===== src/rtl/awgn_stats_monitor.sv =====
// awgn_stats_monitor
// Block statistics engine for a two-channel AWGN sample stream. After a start it
// takes 2**N_LOG2 valid sample pairs and accumulates, per channel, the signed sum,
// the sum of squares, the peak magnitude and the count of samples whose magnitude
// reaches TAIL. Arithmetic is a two-stage pipeline:
//   stage 1: sign extension, |x|, |x|*|x| and the tail compare;
//   stage 2: accumulation.
// A one-cycle done pulse marks the point where the results become final.
module awgn_stats_monitor #(
    parameter int          W      = 16,
    parameter int          N_LOG2 = 10,
    parameter int unsigned TAIL   = 8192
) (
    input  logic                       clk,
    input  logic                       reset,
    input  logic                       start,
    input  logic                       abort,
    input  logic                       v,
    input  logic signed [W-1:0]        x0,
    input  logic signed [W-1:0]        x1,
    output logic                       busy,
    output logic                       done,
    output logic                       res_valid,
    output logic signed [W+N_LOG2-1:0] sum0,
    output logic signed [W+N_LOG2-1:0] sum1,
    output logic [2*W+N_LOG2-1:0]      sq0,
    output logic [2*W+N_LOG2-1:0]      sq1,
    output logic [W-1:0]               pk0,
    output logic [W-1:0]               pk1,
    output logic [N_LOG2:0]            tail0,
    output logic [N_LOG2:0]            tail1
);

    // Accumulator widths are chosen so that N copies of the most negative
    // sample cannot overflow.
    localparam int SW = W + N_LOG2;
    localparam int QW = 2 * W + N_LOG2;
    localparam int TW = N_LOG2 + 1;

    typedef enum logic [1:0] {
        S_IDLE  = 2'd0,
        S_ACCUM = 2'd1,
        S_DRAIN = 2'd2
    } state_t;

    state_t             r_state;
    state_t             w_state_next;
    logic [N_LOG2-1:0]  r_cnt;
    logic               r_s1_valid;
    logic               r_done;
    logic               r_res_valid;
    logic               w_accept;
    logic               w_clear;
    logic               w_last;
    logic               w_busy;
    logic               w_done_next;

    logic signed [W-1:0] w_x     [2];
    logic [SW-1:0]       w_sum_o [2];
    logic [QW-1:0]       w_sq_o  [2];
    logic [W-1:0]        w_pk_o  [2];
    logic [TW-1:0]       w_tail_o[2];

    // Abort always wins over start, so an aborted start leaves everything untouched.
    assign w_clear  = (r_state == S_IDLE) && start && !abort;
    assign w_accept = (r_state == S_ACCUM) && v && !abort;
    assign w_last   = (r_cnt == {N_LOG2{1'b1}});

    assign w_x[0] = x0;
    assign w_x[1] = x1;

    // FSM state register
    always_ff @(posedge clk or posedge reset) begin
        if (reset) r_state <= S_IDLE;
        else       r_state <= w_state_next;
    end

    // FSM next state. DRAIN stays until the last pair has left stage 1.
    always_comb begin
        w_state_next = r_state;
        case (r_state)
            S_IDLE: begin
                if (start && !abort) w_state_next = S_ACCUM;
            end
            S_ACCUM: begin
                if (abort)                 w_state_next = S_IDLE;
                else if (v && w_last)      w_state_next = S_DRAIN;
            end
            S_DRAIN: begin
                if (abort || !r_s1_valid)  w_state_next = S_IDLE;
            end
            default: w_state_next = S_IDLE;
        endcase
    end

    // FSM outputs. done is raised as DRAIN leaves with the last pair already summed.
    always_comb begin
        w_busy      = (r_state != S_IDLE);
        w_done_next = (r_state == S_DRAIN) && !r_s1_valid && !abort;
    end

    // Pair counter, stage-1 valid flag, done pulse and result-valid flag
    always_ff @(posedge clk or posedge reset) begin
        if (reset) begin
            r_cnt       <= '0;
            r_s1_valid  <= 1'b0;
            r_done      <= 1'b0;
            r_res_valid <= 1'b0;
        end else begin
            r_s1_valid <= w_accept;
            r_done     <= w_done_next;
            if (w_clear)          r_cnt <= '0;
            else if (w_accept)    r_cnt <= r_cnt + 1'b1;
            if (w_clear)          r_res_valid <= 1'b0;
            else if (w_done_next) r_res_valid <= 1'b1;
        end
    end

    genvar gi;
    generate
        for (gi = 0; gi < 2; gi++) begin : g_ch
            logic [W-1:0]   w_mag;
            logic [2*W-1:0] w_sq;
            logic           w_tail;
            logic [SW-1:0]  r_s1_sx;
            logic [W-1:0]   r_s1_mag;
            logic [2*W-1:0] r_s1_sq;
            logic           r_s1_tail;
            logic [SW-1:0]  r_sum;
            logic [QW-1:0]  r_sq;
            logic [W-1:0]   r_pk;
            logic [TW-1:0]  r_tail;

            // The negation of the most negative sample wraps back to the same bit
            // pattern, which read as unsigned is exactly 2**(W-1).
            assign w_mag  = w_x[gi][W-1] ? $unsigned(-w_x[gi]) : $unsigned(w_x[gi]);
            assign w_sq   = {{W{1'b0}}, w_mag} * {{W{1'b0}}, w_mag};
            assign w_tail = ({{(32-W){1'b0}}, w_mag} >= TAIL);

            // Stage 1: capture the per-sample terms of each accepted pair
            always_ff @(posedge clk or posedge reset) begin
                if (reset) begin
                    r_s1_sx   <= '0;
                    r_s1_mag  <= '0;
                    r_s1_sq   <= '0;
                    r_s1_tail <= 1'b0;
                end else if (w_accept) begin
                    r_s1_sx   <= {{N_LOG2{w_x[gi][W-1]}}, w_x[gi]};
                    r_s1_mag  <= w_mag;
                    r_s1_sq   <= w_sq;
                    r_s1_tail <= w_tail;
                end
            end

            // Stage 2: fold stage-1 terms into the block accumulators
            always_ff @(posedge clk or posedge reset) begin
                if (reset) begin
                    r_sum  <= '0;
                    r_sq   <= '0;
                    r_pk   <= '0;
                    r_tail <= '0;
                end else if (w_clear) begin
                    r_sum  <= '0;
                    r_sq   <= '0;
                    r_pk   <= '0;
                    r_tail <= '0;
                end else if (r_s1_valid) begin
                    r_sum  <= r_sum + r_s1_sx;
                    r_sq   <= r_sq + {{N_LOG2{1'b0}}, r_s1_sq};
                    r_tail <= r_tail + {{N_LOG2{1'b0}}, r_s1_tail};
                    if (r_s1_mag > r_pk) r_pk <= r_s1_mag;
                end
            end

            assign w_sum_o[gi]  = r_sum;
            assign w_sq_o[gi]   = r_sq;
            assign w_pk_o[gi]   = r_pk;
            assign w_tail_o[gi] = r_tail;
        end
    endgenerate

    assign busy      = w_busy;
    assign done      = r_done;
    assign res_valid = r_res_valid;
    assign sum0      = $signed(w_sum_o[0]);
    assign sum1      = $signed(w_sum_o[1]);
    assign sq0       = w_sq_o[0];
    assign sq1       = w_sq_o[1];
    assign pk0       = w_pk_o[0];
    assign pk1       = w_pk_o[1];
    assign tail0     = w_tail_o[0];
    assign tail1     = w_tail_o[1];

endmodule

===== config.mk =====
export PLATFORM = sky130hd
export DESIGN_NAME = awgn_stats_monitor
export DESIGN_NICKNAME = d
export VERILOG_FILES = /design/src/rtl/awgn_stats_monitor.sv
export SDC_FILE = /design/constraint.sdc
export NUM_CORES = 2
export LEC_CHECK = 0
export BUFFER_PORTS_ARGS = -buffer_cell sky130_fd_sc_hd__buf_2
export CELL_PAD_IN_SITES_DETAIL_PLACEMENT = 1
export CELL_PAD_IN_SITES_GLOBAL_PLACEMENT = 1
export CORE_AREA = 2 2 292 294
export CTS_BUF_LIST = sky130_fd_sc_hd__clkbuf_4 sky130_fd_sc_hd__clkbuf_8 sky130_fd_sc_hd__clkbuf_16
export CTS_CLUSTER_SIZE = 25
export DETAILED_ROUTE_END_ITERATION = 8
export DIE_AREA = 0 0 294 296
export GPL_TIMING_DRIVEN = 1
export PLACE_DENSITY_LB_ADDON = 0.1
export SYNTH_ARGS = -nofsm -noshare
export SYNTH_HDL_FRONTEND = slang
export SYNTH_SLANG_ARGS = --single-unit

===== constraint.sdc =====
create_clock -name clk -period 11.13 [get_ports clk]
set_input_delay 2.226 -clock clk [delete_from_list [all_inputs] [get_ports clk]]
set_output_delay 2.226 -clock clk [all_outputs]
set_load 0.03 [all_outputs]

==> impl_metrics.csv <==
group,metric,value,unit
clock_tree,clk_latency,600,ps
hold_path,hold_start,"g_ch[1].r_s1_sx[13]",
clock_tree,cts_setup_buffers,0,
synthesis,syn_avg_cell_area,8.99,um2
setup_path,regToRegSetupSlack,7280,ps
timing,rsz0062_at_grt,"no",
synthesis,synth.cell_area,33400,um2
cells_and_area,nets,4659,
timing,relSlewSlack,34.9,%
setup_path,timing.critical_path.mode_cell,"fa_1",
die,core.rowCount,107,
die,core,84200,um2
grt,globalRoute.busiestLayer,"met2",
setup_path,worstReg2RegEnd,"sum1[20]",
detailed_routing,vias,26200,
setup_path,cp_max_fo,9,
synthesis,yosys.area.top_type,"dfrtp_1",
run,max_cap_viol_count,0,
timing,finalHoldViolCount,0,
setup_path,cp_slowest_stage_delay,540,ps
clock_tree,ctsHoldBuffers,0,
setup_path,r2r-start,"g_ch[1].r_s1_sx[0]",
timing,setup_slack,1630,ps
setup_path,cp_slowest_cell,"fa_1",
synthesis,synth_area_leaders,"dfrtp_1 25%, fa_1 20%, ha_1 13%, inv_1 5.9%, nand2_1 4.8%",
timing,setup_tns,0,ps
setup_path,worstPathArrival,9960,ps
synthesis,synth_cell_types,78,
clock_tree,cts_root_buffer,"clkbuf_16",
grt,use_met3,2.65,%
synthesis,ys_seq_area_share,24.6,%
synthesis,synth_top_area_share,24.6,%
grt,met1_usage,35.2,%
die,start_util,39.7,%
setup_path,r2r_cells,12,
cells_and_area,fill_cells,9908,
timing,final.min_clock_period,9500,ps
placed_design,numPortBuffers,229,
cells_and_area,final_cells,5069,
grt,grt_pass1_vias,27800,
cells_and_area,final_area,37600,um2
die,fp.dieW,294,um
die,die-height,296,um
run_status,status,"completed",
hold_path,hold_class,"register to register",
hold_path,min_path_cells,2,
clock_tree,path_clk_slew,60,ps
clock_tree,postCtsResizedCells,0,
synthesis,synth_flop_cell,"dfrtp_1",
timing,worstMarginPinSlew,973,ps
detailed_routing,drt-wirelength-per-cell,19.8,um
clock_tree,cts_tree,"yes",
detailed_routing,wirelength,100,mm
synthesis,postSynthCellCount,3715,
placed_design,dpl_worst_slack,1080,ps
detailed_routing,drt_pre_antenna_iters,5,
cells_and_area,area_delta_synth_final,12.4,%
timing,drv_slew,0,
cells_and_area,drive_gt1_share,9.78,%
hold_path,min_to,"g_ch[1].r_s1_sx[13]",
placed_design,globalplace.congestion,0.839,
synthesis,yosysWarnings,0,
clock_tree,cts_made_buffers,45,
grt,grt_overflow,0,
synthesis,synth-edff-count,0,
clock_tree,clock_path_buffers,3,
placed_design,place_hpwl,81.1,mm
die,ios,230,
timing,skew,28.1,ps
grt,antenna_found_initial,2,
placed_design,placed_cells,4987,
grt,grt_pass1_wl,160,mm
die,dieArea,87000,um2
clock_tree,cts_sinks,329,
setup_path,startpoint,"x0[1]",
setup_path,critPathRequiredTime,11580,ps
timing,fmax,105,MHz
clock_tree,h-tree-depth,2,
synthesis,ys_ff_latch,329,
setup_path,start_kind,"input pin",
synthesis,synthArstFlopShare,100,%
grt,grt_usage,23.5,%
timing,setup_viol,0,
placed_design,dpl_cell_area,36000,um2
setup_path,crit_type,"input pin to register",
detailed_routing,avgViaCountPerCell,5.17,
detailed_routing,drcViolationCount,0,
grt,grt_util_met2,36.6,%
timing,post-route-period-util,85.4,%
setup_path,endpoint_kind,"register",
detailed_routing,ant_nets,0,
cells_and_area,diodes,0,
detailed_routing,drt_iter0_markers,1022,
grt,grt_max_degree,126,
==> per-stage QoR <==
| step | hold slack (ps) | util [%] |
|---|---|---|
| floorplan | 450 | - |
| global placement | 465 | 42.7 |
| detailed placement | 474 | 42.7 |
| CTS | 488 | 44.6 |
| global route | 526 | 44.6 |
| finish | 481 | 44.6 |
==> state kept, by name, summed over array words and instances, names as in the netlist <==
register and count:
g_ch.r_s1_sq 60, sq0 42, sq1 42, g_ch.r_s1_sx 32
g_ch.r_s1_mag 30, sum0 26, sum1 26, pk0 16
pk1 16, tail0 11, tail1 11, r_cnt 10
g_ch.r_s1_tail 2, r_state 2, done 1, r_s1_valid 1
res_valid 1
==> how the worst max path moves through the flow <==
stage	to	slack, ps
after CTS	g_ch[0].r_s1_sq[31]	1710
after floorplan	g_ch[0].r_s1_sq[31]	1380
after global placement	g_ch[0].r_s1_sq[31]	1180
final	g_ch[0].r_s1_sq[31]	1630
after global routing	g_ch[0].r_s1_sq[31]	1190
after detailed placement	g_ch[0].r_s1_sq[31]	1080
==> critical path: cells and delay by family <==
| kind | cells | cell delay [ps] |
|---|---|---|
| compound gates | 10 | 2320 |
| xor+xnor | 2 | 280 |
| fa+ha+maj | 8 | 3460 |
| buf+inv | 7 | 930 |
| simple gates | 4 | 710 |
==> cell families (layout without fill, tap and decap cells) <==
group / after synthesis / count (layout) / share of synthesized area [%]
AOI/OAI and AO/OA: 649 / 649 / 12.0
xor gates and xnor gates: 238 / 238 / 6.24
adders and majority gates: 678 / 678 / 32.8
buffers and inverters: 659 / 902 / 7.43
DFF: 329 / 329 / 24.6
muxes: 107 / 107 / 3.21
other: 2 / 23 / 0.0225
and+or+nand+nor: 1053 / 1053 / 13.6
==> cells in the final DEF (no fill, tap or decap), drive strengths merged, types with 25 or more instances in the layout <==
master / n
dfrtp: 329
nand4: 33
xor2: 115
clkbuf: 60
xnor2: 123
and3: 25
a21oi: 173
fa: 330
mux2i: 106
ha: 348
inv: 531
nor2: 382
a211oi: 35
o21ai: 203
nor3: 25
nand3: 43
a21o: 86
buf: 279
nand2: 431
==> synthesized netlist by cell type (all sizes together), types with 24 or more instances <==
library cell / count
nor2: 382
nand4: 33
inv: 528
nand2b: 24
a21oi: 173
nand2: 431
ha: 348
xnor2: 123
and3: 25
a211oi: 35
a21o: 86
nor3: 25
clkbuf: 104
o21ai: 203
mux2i: 106
xor2: 115
fa: 330
nand3: 43
dfrtp: 329
==> area by class of cell <==
cell class / count / area [um2] / share of cell area (%)
repair buffers: 279 / 1530 / 4.08
well taps: 1090 / 1360 / 3.63
inverters: 541 / 2030 / 5.42
multi-input cells: 2748 / 22800 / 60.7
clock buffers: 60 / 1280 / 3.41
flip-flops and latches: 329 / 8240 / 21.9
clock inverters: 22 / 312 / 0.830
==> metal layers <==
metal	vias to the layer above	routed length, um
met5	-	0
met3	94	3080
li1	12600	-
met1	13100	51500
met2	337	44000
met4	0	1910
Power is left out: the tool's default activity adds up to more than one toggle a clock period on the data nets, which glitch-free logic cannot reach.
